===== config.mk =====
export PLATFORM = sky130hd
export DESIGN_NAME = reset_sequencer_flat
export DESIGN_NICKNAME = d
export VERILOG_FILES = /design/src/rtl/reset_sequencer_if.sv /design/src/rtl/reset_sequencer.sv /design/src/flat_wrapper.sv
export SDC_FILE = /design/constraint.sdc
export NUM_CORES = 1
export LEC_CHECK = 0
export BUFFER_PORTS_ARGS = -buffer_cell sky130_fd_sc_hd__buf_2
export CAP_MARGIN = 5
export CORE_UTILIZATION = 37
export CTS_BUF_LIST = sky130_fd_sc_hd__clkbuf_16
export CTS_CLUSTER_DIAMETER = 100
export DETAILED_ROUTE_END_ITERATION = 10
export PLACE_DENSITY = 0.61
export REMOVE_ABC_BUFFERS = 1
export SYNTH_ARGS = -nofsm -noshare
export SYNTH_HDL_FRONTEND = slang
export SYNTH_SLANG_ARGS = --single-unit

===== constraint.sdc =====
create_clock -name clk -period 3.6 [get_ports clk]
set_input_delay 0.36 -clock clk [delete_from_list [all_inputs] [get_ports clk]]
set_output_delay 0.36 -clock clk [all_outputs]
set_load 0.02 [all_outputs]

===== src/rtl/reset_sequencer_if.sv =====
// reset_sequencer_if: request inputs and status outputs of the reset sequencer
interface reset_sequencer_if #(
    parameter int NUM_DOM = 3
);
    logic               sw_rst_req;
    logic               wdog_en;
    logic               wdog_kick;
    logic [NUM_DOM-1:0] dom_rst_n;
    logic               sys_ready;
    logic [1:0]         rst_cause;
    logic               wdog_fired;

    modport master (
        output sw_rst_req, wdog_en, wdog_kick,
        input  dom_rst_n, sys_ready, rst_cause, wdog_fired
    );

    modport slave (
        input  sw_rst_req, wdog_en, wdog_kick,
        output dom_rst_n, sys_ready, rst_cause, wdog_fired
    );
endinterface


===== src/rtl/reset_sequencer.sv =====
// reset_sequencer: ordered release of reset domains with hold, gap, software reset and watchdog
module reset_sequencer #(
    parameter int NUM_DOM  = 3,
    parameter int HOLD_CYC = 16,
    parameter int GAP_CYC  = 4,
    parameter int WDOG_CYC = 1000000
) (
    input  logic clk,
    input  logic rst,
    reset_sequencer_if.slave bus
);
    localparam int HW = $clog2(HOLD_CYC + 1);
    localparam int GW = $clog2(GAP_CYC + 1);
    localparam int WW = $clog2(WDOG_CYC);

    localparam logic [1:0] S_HOLD    = 2'd0;
    localparam logic [1:0] S_RELEASE = 2'd1;
    localparam logic [1:0] S_RUN     = 2'd2;

    logic [1:0]         state;
    logic [HW-1:0]      hold_cnt;
    logic [GW-1:0]      gap_cnt;
    logic [WW-1:0]      wdog_cnt;
    logic [NUM_DOM-1:0] dom_q;
    logic               ready_q;
    logic [1:0]         cause_q;
    logic               fired_q;
    logic               timeout;
    logic               rst_evt;

    assign timeout = (state == S_RUN) && bus.wdog_en && !bus.wdog_kick && (wdog_cnt == WW'(WDOG_CYC - 1));
    assign rst_evt = timeout || bus.sw_rst_req;

    assign bus.dom_rst_n  = dom_q;
    assign bus.sys_ready  = ready_q;
    assign bus.rst_cause  = cause_q;
    assign bus.wdog_fired = fired_q;

    // Sequencer FSM: hold, release domains one by one as a thermometer code, then run
    always_ff @(posedge clk) begin
        if (rst) begin
            state    <= S_HOLD;
            hold_cnt <= '0;
            gap_cnt  <= '0;
            dom_q    <= '0;
            ready_q  <= 1'b0;
            cause_q  <= 2'b00;
            fired_q  <= 1'b0;
        end else if (rst_evt) begin
            state    <= S_HOLD;
            hold_cnt <= '0;
            gap_cnt  <= '0;
            dom_q    <= '0;
            ready_q  <= 1'b0;
            cause_q  <= timeout ? 2'b10 : 2'b01;
            if (timeout) fired_q <= 1'b1;
        end else begin
            case (state)
                S_HOLD: begin
                    if (hold_cnt == HW'(HOLD_CYC - 1)) begin
                        state   <= S_RELEASE;
                        gap_cnt <= '0;
                        dom_q   <= NUM_DOM'(1);
                    end else begin
                        hold_cnt <= hold_cnt + 1'b1;
                    end
                end
                S_RELEASE: begin
                    if (gap_cnt == GW'(GAP_CYC - 1)) begin
                        gap_cnt <= '0;
                        if (&dom_q) begin
                            state   <= S_RUN;
                            ready_q <= 1'b1;
                        end else begin
                            dom_q <= NUM_DOM'({dom_q, 1'b1});
                        end
                    end else begin
                        gap_cnt <= gap_cnt + 1'b1;
                    end
                end
                S_RUN: ;
                default: state <= S_HOLD;
            endcase
        end
    end

    // Watchdog counter: runs only in RUN while enabled, cleared on kick, saturates at its terminal value
    always_ff @(posedge clk) begin
        if (rst || rst_evt || state != S_RUN || !bus.wdog_en || bus.wdog_kick)
            wdog_cnt <= '0;
        else if (wdog_cnt != WW'(WDOG_CYC - 1))
            wdog_cnt <= wdog_cnt + 1'b1;
    end
endmodule


===== src/flat_wrapper.sv =====
// flat-port wrapper written by rule: the top's interface ports become plain ports
module reset_sequencer_flat 
#(
    parameter int NUM_DOM  = 3,
    parameter int HOLD_CYC = 16,
    parameter int GAP_CYC  = 4,
    parameter int WDOG_CYC = 1000000
)
  (clk, rst, bus_sw_rst_req, bus_wdog_en, bus_wdog_kick, bus_dom_rst_n, bus_sys_ready, bus_rst_cause, bus_wdog_fired);
  reset_sequencer_if #(.NUM_DOM(NUM_DOM)) bus_i ();
  input  logic clk;
  input  logic rst;
  input wire logic [$bits(bus_i.sw_rst_req)-1:0] bus_sw_rst_req;
  input wire logic [$bits(bus_i.wdog_en)-1:0] bus_wdog_en;
  input wire logic [$bits(bus_i.wdog_kick)-1:0] bus_wdog_kick;
  output wire logic [$bits(bus_i.dom_rst_n)-1:0] bus_dom_rst_n;
  output wire logic [$bits(bus_i.sys_ready)-1:0] bus_sys_ready;
  output wire logic [$bits(bus_i.rst_cause)-1:0] bus_rst_cause;
  output wire logic [$bits(bus_i.wdog_fired)-1:0] bus_wdog_fired;
  assign bus_i.sw_rst_req = bus_sw_rst_req;
  assign bus_i.wdog_en = bus_wdog_en;
  assign bus_i.wdog_kick = bus_wdog_kick;
  assign bus_dom_rst_n = bus_i.dom_rst_n;
  assign bus_sys_ready = bus_i.sys_ready;
  assign bus_rst_cause = bus_i.rst_cause;
  assign bus_wdog_fired = bus_i.wdog_fired;
  reset_sequencer #(.NUM_DOM(NUM_DOM), .HOLD_CYC(HOLD_CYC), .GAP_CYC(GAP_CYC), .WDOG_CYC(WDOG_CYC)) u_core (.clk(clk), .rst(rst), .bus(bus_i));
endmodule

==> flow_summary.toml <==
[run_status]
status = "completed"

[logic_synthesis]
async_reset_ff_frac = 0
yosys_warnings = 0
syn_area_mm2 = 0.00167
ys.flop_type = "dfxtp_1"
yosysSeqAreaShare = 0.445
synth_top_area_share = 0.445
yosys-top-cells-area = "dfxtp_1, nor2_1, xor2_1"
synth.distinct_cells = 41
postSynthAreaPerCell_um2 = 8.86
synth_cells = 188
synth_seq_cells = 37
synth_top_cell_by_area = "dfxtp_1"
synth_edf_count = 0

[finish]
diodes = 0
drive_above_1_share = 0.129
areaGrowthSynthToFinish_pct = 14.1
design_area_mm2 = 0.00190
nets = 210
final_cell_mix = "dfxtp_1, nor2_1, buf_2"
layout_commonest_cell = "dfxtp_1"

[pwr]
pwr-share-comb = 0.013
p_clk_frac = 0.484
power.leakage_nw = 0.613
peakVddDrop_v = 0.000217
switching_power_w = 0.000159
swShare = 0.193
internal-power_w = 0.000663
finalPower_w = 0.000822
p_per_area_mw_per_mm2 = 433
power_frac_seq = 0.503

[route]
totalWireLength_um = 2970
drc = 0
ant_nets = 0
drt_iter0_drc = 69
drt-wirelength-per-cell_um = 11.7
vias_per_cell = 5.19
vias = 1314
detail_route.first_pass.iterations = 4

[grt]
grt_max_degree = 21
grt_usage = 0.144
grt_overflow = 0
grt_pass1_vias = 1291
grt_pass1_wl_um = 5530
antenna_found_initial = 0

[timing]
tns_ps = 0
slew_viol_final = 0
skew_ps = 5.34
fmax_mhz = 478
setup_viol = 0
rsz0062_at_grt = "no"
finalCritPeriodShare = 0.581
slew_headroom = 0.347
hold_violations = 0
period_minus_slack_ps = 2090
worst_slew_pin_slew_ps = 973

[setup_path]
cpPeakStageDelay_ps = 790
cp_cell_sequence = "nor4bb_1 -> nand4_1 -> o21ai_1 -> nor2_1"
cp_slowest_cell = "o21ai_1"
arrival_ps = 2220
end_kind = "register"
critPathMaxFanout = 14
criticalPathCategory = "register to register"
cp_data_required_time_ps = 3730
start_kind = "register"

[floorplan]
io_pins = 12
die_y_um = 69.1
fp.dieArea_mm2 = 0.00477
row_count = 24
core_area_mm2 = 0.00435
die-width_um = 69.1
start_util = 0.382

[placed_design]
placed_cell_area_mm2 = 0.00177
place.gp.congestion = 0.712
port_buffers = 11
hpwl_um = 2090

[clock_network]
cts_buffers = 5
post_cts_buffers = 0
hold_buffers = 0
cts_buffer_depth = 2
path_clk_slew_ps = 50
cts_resized = 0
root_buffer = "clkbuf_16"
clock-sinks = 37
htreeDepth = 2
tritoncts = "yes"
clock_latency_ps = 280

[run]
cap_viol_max_count = 0

[hold_path]
hold_path_class = "input port to register"
==> area by class of cell <==
class / count / area (µm²)
Sequential cell: 37 / 741
Timing Repair Buffer: 12 / 62.6
Tap cell: 52 / 65.1
Multi-Input combinational cell: 137 / 870
Inverter: 8 / 30.0
Fill cell: 427 / 2450
Clock buffer: 5 / 125
Clock inverter: 2 / 7.51
==> cells in the mapped netlist (2+ instances only) <==
| library cell | n |
|---|---|
| or4_1 | 2 |
| and3_1 | 2 |
| a21oi_2 | 2 |
| nand3_1 | 6 |
| xnor2_1 | 8 |
| ha_1 | 4 |
| clkbuf_1 | 4 |
| mux2i_1 | 2 |
| nand4b_1 | 2 |
| or3_1 | 4 |
| nand2b_1 | 3 |
| nor4_1 | 4 |
| nand3_2 | 3 |
| nor3b_1 | 2 |
| nand4_1 | 8 |
| nand2_1 | 9 |
| o31ai_1 | 4 |
| buf_2 | 2 |
| a21oi_1 | 9 |
| or4_4 | 2 |
| nor2_1 | 32 |
| nor3_1 | 3 |
| inv_1 | 8 |
| dfxtp_1 | 37 |
| nor2b_1 | 2 |
| xor2_1 | 9 |
==> metrics by stage <==
stage                     hold slack (ps)  std cells   util  setup WS, ps
after global routing                  291        253  0.436          1130
final                                 285        253  0.436          1510
after detailed placement              437        246  0.406          1430
after global placement                433        246  0.406          1490
after floorplan                       429        182      -          1670
after CTS                             284        253  0.436          1460
==> sequential cells by signal, summed over array words and instances, names as in the netlist <==
signal	cells
u_core.wdog_cnt	20
u_core.hold_cnt	5
u_core.bus.dom_rst_n	3
u_core.gap_cnt	3
u_core.bus.rst_cause	2
u_core.state	2
u_core.bus.sys_ready	1
u_core.bus.wdog_fired	1
==> power groups by stage <==
stage | clock, W | sequential (W) | combinational (W)
2_1_floorplan | 0 | 0.000423 | 0.00000522
3_3_place_gp | 0 | 0.000422 | 0.0000111
3_5_place_dp | 0 | 0.000422 | 0.0000112
4_1_cts | 0.000410 | 0.000413 | 0.0000112
5_1_grt | 0.000427 | 0.000413 | 0.0000125
6_report | 0.000398 | 0.000413 | 0.0000110
==> worst paths after layout <==
path                   startpoint               endpoint  slack, ps  cells after the start
max               u_core.state[1]     u_core.hold_cnt[0]       1510                      4
min                           rst  u_core.bus.wdog_fired        290                      2
min reg2reg  u_core.bus.sys_ready   u_core.bus.sys_ready        440                      2
max reg2reg       u_core.state[1]     u_core.hold_cnt[0]       1510                      4
==> cells by family after synthesis <==
| family | Yosys count | synth area share |
|---|---|---|
| and+or+nand+nor | 90 | 0.297 |
| adders and majority gates | 4 | 0.0301 |
| buffers and inverters | 14 | 0.0331 |
| muxes | 2 | 0.0120 |
| DFF | 37 | 0.445 |
| xor gates and xnor gates | 17 | 0.0894 |
| AOI/OAI and AO/OA | 24 | 0.0939 |
==> routing by layer <==
layer | up-vias | track usage | part of all wire
met5 | - | 0 | 0
met4 | 0 | 0.0839 | 0.026
met3 | 7 | 0.0409 | 0.032
met2 | 19 | 0.233 | 0.45
met1 | 601 | 0.170 | 0.49
li1 | 687 | - | -
==> critical path: cells and delay by family (launching register included) <==
family             cells  cell delay [ps]
DFF                    1              460
AOI/OAI and AO/OA      1              790
and+or+nand+nor        3              690
Note: power is estimated with default switching activity, not from simulation.
